**src/rtl/status_event_ctrl_if.sv**
```systemverilog
// Signal bundle between the event-capture controller and its firmware/event-source side.
interface status_event_ctrl_if;
  logic       enable;
  logic [7:0] event_in;
  logic       ack;
  logic [7:0] status_bus;
  logic       status_valid;
  logic       intr;
  logic [7:0] overflow;
  logic       busy;

  modport master (
    output enable, event_in, ack,
    input  status_bus, status_valid, intr, overflow, busy
  );

  modport slave (
    input  enable, event_in, ack,
    output status_bus, status_valid, intr, overflow, busy
  );
endinterface

```
**src/rtl/status_event_ctrl.sv**
```systemverilog
// Latches raw events into firmware-visible snapshots, raises intr per snapshot,
// and waits for an ack followed by a holdoff before presenting the next one.
module status_event_ctrl #(
  parameter logic [7:0]  StickyMask    = 8'hFF,
  parameter int unsigned HoldoffCycles = 16
) (
  input logic                clock,
  input logic                reset_n,
  status_event_ctrl_if.slave bus
);

  localparam logic [1:0] StIdle    = 2'd0;
  localparam logic [1:0] StWaitAck = 2'd1;
  localparam logic [1:0] StHoldoff = 2'd2;

  localparam logic [7:0] HoldoffInit = 8'(HoldoffCycles);

  logic [1:0] state_q, state_d;
  logic [7:0] prev_q;
  logic [7:0] pending_q, pending_d;
  logic [7:0] snapshot_q, snapshot_d;
  logic [7:0] overflow_q, overflow_d;
  logic [7:0] cnt_q, cnt_d;
  logic [7:0] edge_det;
  logic [7:0] loaded;
  logic       load;
  logic       ack_accept;

  assign edge_det   = bus.event_in & ~prev_q;
  assign load       = (state_q == StIdle) && bus.enable && (pending_q != 8'h00);
  assign ack_accept = (state_q == StWaitAck) && bus.ack;
  assign loaded     = load ? pending_q : 8'h00;

  // A sticky edge in the load cycle survives; level bits just track the input.
  assign pending_d = (StickyMask & ((pending_q & ~loaded) | edge_det)) |
                     (~StickyMask & bus.event_in);

  // A fresh lost event in the ack cycle is kept rather than wiped by the clear.
  assign overflow_d = (ack_accept ? 8'h00 : overflow_q) | (edge_det & pending_q & StickyMask);

  always_comb begin
    state_d    = state_q;
    snapshot_d = snapshot_q;
    cnt_d      = cnt_q;
    case (state_q)
      StIdle: begin
        if (load) begin
          state_d    = StWaitAck;
          snapshot_d = pending_q;
        end
      end
      StWaitAck: begin
        if (bus.ack) begin
          snapshot_d = 8'h00;
          cnt_d      = HoldoffInit;
          state_d    = (HoldoffInit == 8'd0) ? StIdle : StHoldoff;
        end
      end
      StHoldoff: begin
        cnt_d = cnt_q - 8'd1;
        if (cnt_q <= 8'd1) begin
          state_d = StIdle;
        end
      end
      default: begin
        state_d = StIdle;
      end
    endcase
  end

  always_ff @(posedge clock) begin
    if (!reset_n) begin
      state_q    <= StIdle;
      prev_q     <= 8'h00;
      pending_q  <= 8'h00;
      snapshot_q <= 8'h00;
      overflow_q <= 8'h00;
      cnt_q      <= 8'h00;
    end else begin
      state_q    <= state_d;
      prev_q     <= bus.event_in;
      pending_q  <= pending_d;
      snapshot_q <= snapshot_d;
      overflow_q <= overflow_d;
      cnt_q      <= cnt_d;
    end
  end

  assign bus.status_bus   = snapshot_q;
  assign bus.status_valid = (state_q == StWaitAck);
  assign bus.intr         = (state_q == StWaitAck);
  assign bus.overflow     = overflow_q;
  assign bus.busy         = (state_q != StIdle);

endmodule

```
**src/flat_wrapper.sv**
```systemverilog
// flat-port wrapper written by rule: the top's interface ports become plain ports
module status_event_ctrl_flat 
#(
  parameter logic [7:0]  StickyMask    = 8'hFF,
  parameter int unsigned HoldoffCycles = 16
)
  (clock, reset_n, bus_enable, bus_event_in, bus_ack, bus_status_bus, bus_status_valid, bus_intr, bus_overflow, bus_busy);
  status_event_ctrl_if bus_i ();
  input logic clock;
  input logic reset_n;
  input wire logic [$bits(bus_i.enable)-1:0] bus_enable;
  input wire logic [$bits(bus_i.event_in)-1:0] bus_event_in;
  input wire logic [$bits(bus_i.ack)-1:0] bus_ack;
  output wire logic [$bits(bus_i.status_bus)-1:0] bus_status_bus;
  output wire logic [$bits(bus_i.status_valid)-1:0] bus_status_valid;
  output wire logic [$bits(bus_i.intr)-1:0] bus_intr;
  output wire logic [$bits(bus_i.overflow)-1:0] bus_overflow;
  output wire logic [$bits(bus_i.busy)-1:0] bus_busy;
  assign bus_i.enable = bus_enable;
  assign bus_i.event_in = bus_event_in;
  assign bus_i.ack = bus_ack;
  assign bus_status_bus = bus_i.status_bus;
  assign bus_status_valid = bus_i.status_valid;
  assign bus_intr = bus_i.intr;
  assign bus_overflow = bus_i.overflow;
  assign bus_busy = bus_i.busy;
  status_event_ctrl #(.StickyMask(StickyMask), .HoldoffCycles(HoldoffCycles)) u_core (.clock(clock), .reset_n(reset_n), .bus(bus_i));
endmodule
```
**config.mk**
```make
export PLATFORM = sky130hd
export DESIGN_NAME = status_event_ctrl_flat
export DESIGN_NICKNAME = d
export VERILOG_FILES = /design/src/rtl/status_event_ctrl_if.sv /design/src/rtl/status_event_ctrl.sv /design/src/flat_wrapper.sv
export SDC_FILE = /design/constraint.sdc
export NUM_CORES = 1
export LEC_CHECK = 0
export CAP_MARGIN = 5
export CORE_ASPECT_RATIO = 1.1
export CORE_MARGIN = 1
export CORE_UTILIZATION = 46
export DETAILED_ROUTE_END_ITERATION = 12
export PLACE_DENSITY = 0.74
export SLEW_MARGIN = 20
export SYNTH_ARGS = -nofsm -noshare
export SYNTH_HDL_FRONTEND = slang
export SYNTH_SLANG_ARGS = --single-unit
export TNS_END_PERCENT = 10
```
**constraint.sdc**
```tcl
create_clock -name clock -period 1.5 [get_ports clock]
set_clock_uncertainty 0.1 [all_clocks]
set_input_delay 0.45 -clock clock [delete_from_list [all_inputs] [get_ports clock]]
set_output_delay 0.45 -clock clock [all_outputs]
set_load 0.03 [all_outputs]
```
==> flow_summary.json <==
{
  "yosysSeqAreaShare_pct": 50.26,
  "syn_to_final_growth_pct": 36.35,
  "whs_path_depth": 2,
  "place_inst": 263,
  "cp.required_ns": 1.65,
  "outcome": "finished, violations left",
  "preCtsSetupSlack_ns": -0.3182,
  "rsz0062_at_grt": "true",
  "ys_warn_count": 0,
  "ios": 31,
  "synth_edf_count": 0,
  "cts_buffers": 5,
  "vias_per_cell": 5.204,
  "core.rowCount": 22,
  "grt_max_degree": 28,
  "cts.clk_slew.worst_paths_ns": 0.11,
  "peakVddDrop_mv": 0.6726,
  "core_area_um2": 3413,
  "relSlewSlack_pct": 80.31,
  "dieArea_um2": 3882,
  "drv_cap": 0,
  "tritoncts": "built",
  "grt_overflow": 0,
  "hold_path_class": "reg -> reg",
  "max_freq_mhz": 586.0,
  "hold_viol": 0,
  "p_per_area_nw_per_um2": 1020,
  "syn_inst": 174,
  "die_h_um": 65.25,
  "worstMarginPinSlew_ns": 0.2917,
  "p_leak_nw": 0.9531,
  "antenna_found_initial": 0,
  "finalCritPeriodShare_pct": 113.8,
  "mappedNetlistArea_um2": 1673,
  "grtUsageTotal_pct": 21.88,
  "failed_checks": "setup timing",
  "layout.nets": 241,
  "grt_pass1_wl_mm": 6.348,
  "synth_area_per_cell_um2": 9.614,
  "htreeDepth": 2,
  "routedWlPerCell_um": 13.28,
  "ys_types": 35,
  "initial_utilization_pct": 49.01,
  "drtIter0Drc": 54,
  "cp-start-kind": "flip-flop",
  "drive_gt1_share_pct": 29.07,
  "die_w_um": 59.50,
  "syn_nets": 188,
  "ctsHoldBuffers": 0,
  "end_kind": "flip-flop",
  "critPathMaxFanout": 9,
  "grt_pass1_vias": 1441,
  "fin_ws_ns": -0.2065,
  "setup_viol_count_final": 22,
  "drt-pass1-iter-count": 5,
  "place_area_um2": 2116,
  "path_class": "reg -> reg",
  "fin_util_pct": 66.83,
  "num_vias": 1431,
  "synth-seq-cells": 42,
  "r2r_cells": 4,
  "antenna_left": 0,
  "finalSetupTns_ns": -2.815,
  "stdcell_area_um2": 2281,
  "async_flop_share_pct": 0,
  "synth_top_flop_cell": "dfxtp_1",
  "report.final.slew_viol_count": 0,
  "routed_wirelength_mm": 3.651,
  "port-buffer-count": 30,
  "clock_latency_ns": 0.35,
  "diodes": 0,
  "post-route-min-period_ns": 1.706,
  "gp_congestion": 0.8453,
  "hpwlAfterDp_mm": 2.510,
  "cts-root-buf": "clkbuf_4",
  "worstPathArrival_ns": 1.86,
  "fin_cells": 275,
  "fillers": 314,
  "cts_sinks": 42,
  "clock_path_buffers": 2,
  "drc": 0
}
## critical path: stages, from the launching register on
cell,delay (ns)
dfxtp_2,0.33
or4_4,0.56
o211a_4,0.33
a21o_1,0.16
and3_1,0.13
## repair_timing
action                                  in CTS  in global routing
pin swaps                                   12                  3
cloned                                       1                  0
gates resized for setup                     22                 11
endpoints found under the setup margin      23                 29
setup buffers                                4                  0
## state kept, by name, summed over array words and instances (netlist names)
name and flops:
u_core.bus.overflow 8, u_core.pending_q 8, u_core.bus.status_bus 8, u_core.prev_q 8, u_core.cnt_q 8, u_core.state_q 2
## placed cells by master (no fill, tap or decap), drive strengths merged, types with 2 or more instances in the layout
| cell | netlist | final |
|---|---|---|
| o21ai | 15 | 15 |
| and2 | 11 | 11 |
| nand3b | 2 | 2 |
| and3 | 2 | 2 |
| a21o | 2 | 2 |
| nand4 | 7 | 7 |
| a22oi | 8 | 8 |
| o211ai | 2 | 2 |
| nor2 | 5 | 5 |
| clkdlybuf4s50 | 0 | 11 |
| or4 | 4 | 4 |
| mux2i | 2 | 2 |
| clkbuf | 6 | 6 |
| nand2 | 16 | 16 |
| nor2b | 19 | 19 |
| a21oi | 4 | 4 |
| nand3 | 3 | 3 |
| inv | 4 | 4 |
| a21boi | 4 | 4 |
| ha | 2 | 2 |
| dfxtp | 42 | 42 |
| nand4b | 2 | 2 |
| buf | 3 | 44 |
## layout make-up
class                           instances  area (um^2)  area share (%)
Sequential cell                        42        854.6           37.47
Timing Repair Buffer                   55        513.0           22.49
Multi-Input combinational cell        119        789.5           34.61
Clock buffer                            6        41.29           1.810
Tap cell                               48        60.06           2.633
Inverter                                4        15.01          0.6583
Clock inverter                          1        7.507          0.3291
## logic make-up after synthesis
group	share of synthesized area (%)
and+or+nand+nor	26.25
DFF	50.26
AOI/OAI and AO/OA	16.61
buffers and inverters	3.664
muxes	1.197
adders and majority gates	1.496
xor gates and xnor gates	0.5237
## stage by stage
step,hold WS [ns],total power [mW]
detailed placement,0.3692,1.745
finish,0.3709,2.327
global route,0.3974,2.453
floorplan,0.3586,1.538
CTS,0.3730,2.335
global placement,0.3685,1.730
## layer usage
| metal | track usage (%) | share of wire [%] | wire length [um] |
|---|---|---|---|
| met5 | 0 | 0 | 0 |
| met2 | 35.11 | 53 | 1933 |
| met4 | 9.884 | 1.4 | 50 |
| met1 | 26.70 | 42 | 1526 |
| met3 | 6.496 | 3.8 | 140 |
## synthesized netlist by cell type (2+ instances only)
cell / instances / area (um^2)
inv_1: 4 / 15.01
and3_1: 2 / 12.51
nand4b_1: 2 / 17.52
nand2_1: 16 / 60.06
nor2b_1: 19 / 118.9
and2_1: 11 / 68.82
nand3b_1: 2 / 15.01
or4_1: 2 / 15.01
mux2i_1: 2 / 20.02
a22oi_1: 8 / 60.06
a21boi_0: 4 / 30.03
a21oi_1: 4 / 20.02
ha_1: 2 / 25.02
nand4_1: 7 / 43.79
nor2_1: 5 / 18.77
o21ai_0: 15 / 75.07
clkbuf_1: 6 / 22.52
a21o_1: 2 / 15.01
nand3_1: 3 / 15.01
dfxtp_1: 42 / 840.8
or4_4: 2 / 22.52
## where the power goes
part | switching, mW | internal, mW | leakage, nW
clock network | 0.351 | 0.175 | 0.0243
logic | 0.269 | 0.289 | 0.581
registers | 0.0527 | 1.19 | 0.348
total | 0.673 | 1.65 | 0.953
## path summary, 6_finish.rpt
path	from	end	slack [ns]
worst max-delay path	u_core.pending_q[7]	u_core.state_q[0]	-0.21
worst min-delay path	u_core.bus.status_bus[6]	u_core.bus.status_bus[6]	0.37
worst min register to register	u_core.bus.status_bus[6]	u_core.bus.status_bus[6]	0.37
worst max register to register	u_core.pending_q[7]	u_core.state_q[0]	-0.21
Power figures use the tool's default switching activity.
